$ cat src/rtl/cmp_stat_collector.sv
`default_nettype none
// ============================================================================
// Module   : cmp_stat_collector
// Purpose  : Collects comparator results (less/greater/equal) over a window
//            of WINDOW accepted samples. At the end of each window it presents
//            the per-flag counts and a sticky "not one-hot" error bit through a
//            valid/ready report interface.
// Ports    : clk          - rising-edge clock
//            rst_n        - synchronous active-low reset
//            in_valid     - result present on less/greater/equal
//            in_ready     - block accepts a result this cycle (COLLECT state)
//            less/greater/equal - comparator result flags
//            rep_valid    - window report present (REPORT state)
//            rep_ready    - consumer accepts the report
//            cnt_less/cnt_greater/cnt_equal - per-window counts (CNT_W bits)
//            onehot_err   - some sample in the window was not one-hot
// Revision : 1.0 - initial release
// ============================================================================
module cmp_stat_collector #(
    parameter int WINDOW = 16,
    parameter int CNT_W  = 8
) (
    input  logic             clk,
    input  logic             rst_n,
    input  logic             in_valid,
    output logic             in_ready,
    input  logic             less,
    input  logic             greater,
    input  logic             equal,
    output logic             rep_valid,
    input  logic             rep_ready,
    output logic [CNT_W-1:0] cnt_less,
    output logic [CNT_W-1:0] cnt_greater,
    output logic [CNT_W-1:0] cnt_equal,
    output logic             onehot_err
);

    localparam int               SMP_W        = $clog2(WINDOW + 1);
    localparam logic [SMP_W-1:0] c_LAST       = SMP_W'(WINDOW - 1);
    localparam logic [SMP_W-1:0] c_SMP_ONE    = SMP_W'(1);
    localparam logic [CNT_W-1:0] c_MAX        = {CNT_W{1'b1}};
    localparam logic [CNT_W-1:0] c_ONE        = CNT_W'(1);

    localparam logic [0:0]       c_ST_COLLECT = 1'b0;
    localparam logic [0:0]       c_ST_REPORT  = 1'b1;

    logic [0:0]       r_state;
    logic [0:0]       w_state_nxt;

    logic [SMP_W-1:0] r_smp;
    logic [CNT_W-1:0] r_less;
    logic [CNT_W-1:0] r_greater;
    logic [CNT_W-1:0] r_equal;
    logic             r_err;

    logic             w_accept;
    logic             w_last;
    logic             w_onehot;
    logic [CNT_W-1:0] w_nxt_less;
    logic [CNT_W-1:0] w_nxt_greater;
    logic [CNT_W-1:0] w_nxt_equal;
    logic             w_nxt_err;

    // ---------------- FSM: state register ----------------
    always_ff @(posedge clk) begin
        if (!rst_n) begin
            r_state <= c_ST_COLLECT;
        end else begin
            r_state <= w_state_nxt;
        end
    end

    // ---------------- FSM: next state ----------------
    always_comb begin
        w_state_nxt = r_state;
        case (r_state)
            c_ST_COLLECT: if (w_accept && w_last) w_state_nxt = c_ST_REPORT;
            c_ST_REPORT:  if (rep_ready)          w_state_nxt = c_ST_COLLECT;
            default:                              w_state_nxt = c_ST_COLLECT;
        endcase
    end

    // ---------------- FSM: outputs ----------------
    always_comb begin
        in_ready  = 1'b0;
        rep_valid = 1'b0;
        case (r_state)
            c_ST_COLLECT: in_ready  = 1'b1;
            c_ST_REPORT:  rep_valid = 1'b1;
            default:      in_ready  = 1'b0;
        endcase
    end

    // ---------------- Datapath ----------------
    assign w_accept = in_valid & in_ready;
    assign w_last   = (r_smp == c_LAST);

    // Exactly one flag set: odd parity rules out 000/011/101/110, and the
    // AND term rules out 111.
    assign w_onehot = (less ^ greater ^ equal) & ~(less & greater & equal);

    // Counter values including the current sample, saturating at all-ones.
    // These feed both the live counters and the report registers so the
    // final sample of a window is included in its report.
    always_comb begin
        w_nxt_less    = r_less;
        w_nxt_greater = r_greater;
        w_nxt_equal   = r_equal;
        if (w_accept && w_onehot) begin
            if (less && (r_less != c_MAX))
                w_nxt_less = r_less + c_ONE;
            if (greater && (r_greater != c_MAX))
                w_nxt_greater = r_greater + c_ONE;
            if (equal && (r_equal != c_MAX))
                w_nxt_equal = r_equal + c_ONE;
        end
    end

    assign w_nxt_err = r_err | (w_accept & ~w_onehot);

    always_ff @(posedge clk) begin
        if (!rst_n) begin
            r_smp       <= '0;
            r_less      <= '0;
            r_greater   <= '0;
            r_equal     <= '0;
            r_err       <= 1'b0;
            cnt_less    <= '0;
            cnt_greater <= '0;
            cnt_equal   <= '0;
            onehot_err  <= 1'b0;
        end else if (w_accept) begin
            if (w_last) begin
                cnt_less    <= w_nxt_less;
                cnt_greater <= w_nxt_greater;
                cnt_equal   <= w_nxt_equal;
                onehot_err  <= w_nxt_err;
                r_smp       <= '0;
                r_less      <= '0;
                r_greater   <= '0;
                r_equal     <= '0;
                r_err       <= 1'b0;
            end else begin
                r_smp       <= r_smp + c_SMP_ONE;
                r_less      <= w_nxt_less;
                r_greater   <= w_nxt_greater;
                r_equal     <= w_nxt_equal;
                r_err       <= w_nxt_err;
            end
        end
    end

endmodule
`default_nettype wire

$ cat config.mk
export PLATFORM = sky130hd
export DESIGN_NAME = cmp_stat_collector
export DESIGN_NICKNAME = d
export VERILOG_FILES = /design/src/rtl/cmp_stat_collector.sv
export SDC_FILE = /design/constraint.sdc
export NUM_CORES = 1
export LEC_CHECK = 0
export BUFFER_PORTS_ARGS = -buffer_cell sky130_fd_sc_hd__buf_4
export CAP_MARGIN = 20
export CORE_ASPECT_RATIO = 1.5
export CORE_MARGIN = 3
export CORE_UTILIZATION = 52
export DETAILED_ROUTE_END_ITERATION = 16
export PLACE_DENSITY = 0.88
export SETUP_SLACK_MARGIN = 0.02
export SLEW_MARGIN = 20
export SYNTH_ARGS = -nofsm -noshare
export SYNTH_HDL_FRONTEND = slang
export SYNTH_SLANG_ARGS = --single-unit
$ cat constraint.sdc
create_clock -name clk -period 2.24 [get_ports clk]
set_input_delay 0.448 -clock clk [delete_from_list [all_inputs] [get_ports clk]]
set_output_delay 0.448 -clock clk [all_outputs]
set_load 0.01 [all_outputs]
==> results_dict.tcl <==
set metrics [dict create \
    n_antenna_cell 0 \
    worst_slew_pin_slew_ns 0.484 \
    crit_required_ns 2.45 \
    ant_nets 0 \
    period_needed_ns 1.96 \
    clk_path_buf_depth 2 \
    post_cts_buffers 0 \
    wl_microns 6280 \
    area_growth_syn_to_layout_pct 19.7 \
    htreeDepth 2 \
    antenna_found_initial 0 \
    final_cell_area_sq_mm 0.00322 \
    place_ws_ns -0.0360 \
    path_class "input pin to flop" \
    cap_violations 0 \
    dr.pass1.iters 4 \
    vdd_ir_drop_max_mv 0.332 \
    post-route-period-util_pct 87.3 \
    final_common_cell "dfxtp_1" \
    dpl.hpwl_microns 4670 \
    ios 34 \
    cp-end-kind "flop" \
    die-area_sq_mm 0.00610 \
    yosys_most_used_dff "dfxtp_1" \
    n_fill_cell 461 \
    crit_fanout 11 \
    ys_seq_area_share_pct 41.6 \
    finalClockSkew_ns 0.00396 \
    syn_area_per_cell_sq_um 8.26 \
    cp_data_arrival_time_ns 2.16 \
    nets 384 \
    crit_slowest_cell "or3_1" \
    drive_gt1_share_pct 18.8 \
    core_area_sq_mm 0.00493 \
    multi_input_area_sq_mm 0.00151 \
    grt_overflow 0 \
    drtIter0Drc 109 \
    max_stage_delay_ns 0.41 \
    netlist_area_sq_mm 0.00269 \
    final-setup-viol-count 0 \
    globalRouteMet3Util_pct 4.43 \
    track_usage_pct 21.8 \
    synth_edf_count 0 \
    initial_core_util_pct 54.7 \
    path_delay_family "simple AND/OR/NAND/NOR gates" \
    instances_no_fill 439 \
    rows 31 \
    path_clk_slew_ns 0.10 \
    clock-sinks 56 \
    met1_usage_pct 21.9 \
    cts_tree "yes" \
    fmax_mhz 511 \
    grt_pass1_vias 2499 \
    use_met2_pct 40.9 \
    postCtsHoldBufs 0 \
    synth_cells 326 \
    hold_viol 0 \
    power.density_mw_per_mm2 584 \
    via_per_inst 5.81 \
    path_buf_inv 2 \
    finalSetupTns_ns 0 \
    die_w_microns 64.8 \
    placed_area_sq_mm 0.00311 \
    busiest_layer "met2" \
    power_mw 1.88 \
    vias 2549 \
    clkLatencyLatePin_ns 0.31 \
    slew_headroom_pct 67.6 \
    die_h_microns 94.2 \
    final_cell_mix "dfxtp_1, nand2_1, buf_4" \
    grt_max_degree 22 \
    clock-root-buffer "clkbuf_8" \
    syn_nets 338 \
    drc 0 \
    portBuffers 33 \
    outcome "finished, final reports clean" \
    hold_path_class "input pin to flop" \
    path_cells "buf_4 -> ha_1 -> nor3b_2 -> o211ai_1 -> buf_4 -> or3_1 -> o21ai_0 -> a21oi_1" \
    routedWlPerCell_microns 14.3 \
    seq_area_sq_mm 0.00112 \
    placed_cells 431 \
    rsz0062_at_grt "no" \
    synth-seq-cells 56 \
    timing.final.ws_setup_ns 0.283 \
    power.leakage_nw 1.21 \
    synth.distinct_cells 49 \
    worstSetupStartpointType "input pin" \
    cp_common_cell "buf_4" \
    gp_congestion 0.851 \
    yosys_warnings 0 \
    cts_buffers 5 \
    cts_resized 0 \
    grt_pass1_wl_microns 10600 \
    synthArstFlopShare_pct 0 \
    drv_slew 0 \
]
[state kept, by name (all words and copies together) (netlist names)]
register and cells:
cnt_equal 8, cnt_greater 8, cnt_less 8, r_equal 8, r_greater 8, r_less 8
r_smp 5, onehot_err 1, r_err 1, r_state 1
[cell type report]
class	count	area share, %
clock inverter	3	1.32
timing repair buffer	52	12.1
multi-input combinational	255	46.9
tap	66	2.56
sequential	56	34.8
inverter	2	0.233
clock buffer	5	2.13
[worst min-delay path, cell delays in order]
cell	delay, ns
buf_4	0.08
nor2_1	0.03
o21a_1	0.15
[stage by stage]
step                      utilization, %  hold slack (ns)
after global placement              63.2            0.426
after CTS                           65.5            0.429
final                               65.5            0.430
after global routing                65.5            0.441
after floorplan                        -            0.419
after detailed placement            63.2            0.440
[metal layers]
metal	wire length [microns]	share of wire (%)	up-vias
li1	-	-	1260
met1	2410	38	1168
met2	3230	52	100
met3	420	6.7	21
met4	209	3.3	0
met5	0	0	-
[path summary, 6_finish.rpt]
check        cells after the start            from  slack (ns)             end
max                              8            less        0.28    r_greater[7]
min                              3       rep_ready        0.43         r_state
max reg2reg                      6      r_equal[0]        0.44      r_equal[1]
min reg2reg                      2  cnt_greater[4]        0.45  cnt_greater[4]
[cells in the mapped netlist, types with 7 or more instances]
library cell	count	share of area [%]
a31oi_1	9	2.1
clkbuf_1	9	1.3
nor2_1	27	3.8
xnor2_1	15	4.9
nor3_1	7	1.3
o21ai_0	33	6.1
nand3_1	13	2.4
dfxtp_1	56	42
nand2_1	53	7.4
a21oi_1	16	3.0
mux2i_1	8	3.0
o21ai_1	8	1.5
[cell families (layout without fill, tap and decap cells)]
| group | after synthesis | count (layout) | share of synthesized area [%] |
|---|---|---|---|
| xor+xnor | 19 | 19 | 6.18 |
| simple gates | 132 | 132 | 23.4 |
| flops | 56 | 56 | 41.6 |
| mux | 8 | 8 | 2.97 |
| buf+inv | 15 | 62 | 2.28 |
| fa+ha+maj | 5 | 5 | 2.32 |
| compound gates | 91 | 91 | 21.2 |
[where the power goes]
part / total [mW] / switching [mW] / internal [mW]
clock network: 0.657 / 0.326 / 0.331
registers: 1.05 / 0.0302 / 1.02
logic: 0.180 / 0.100 / 0.0798
Note: power is estimated with default switching activity, not from simulation.
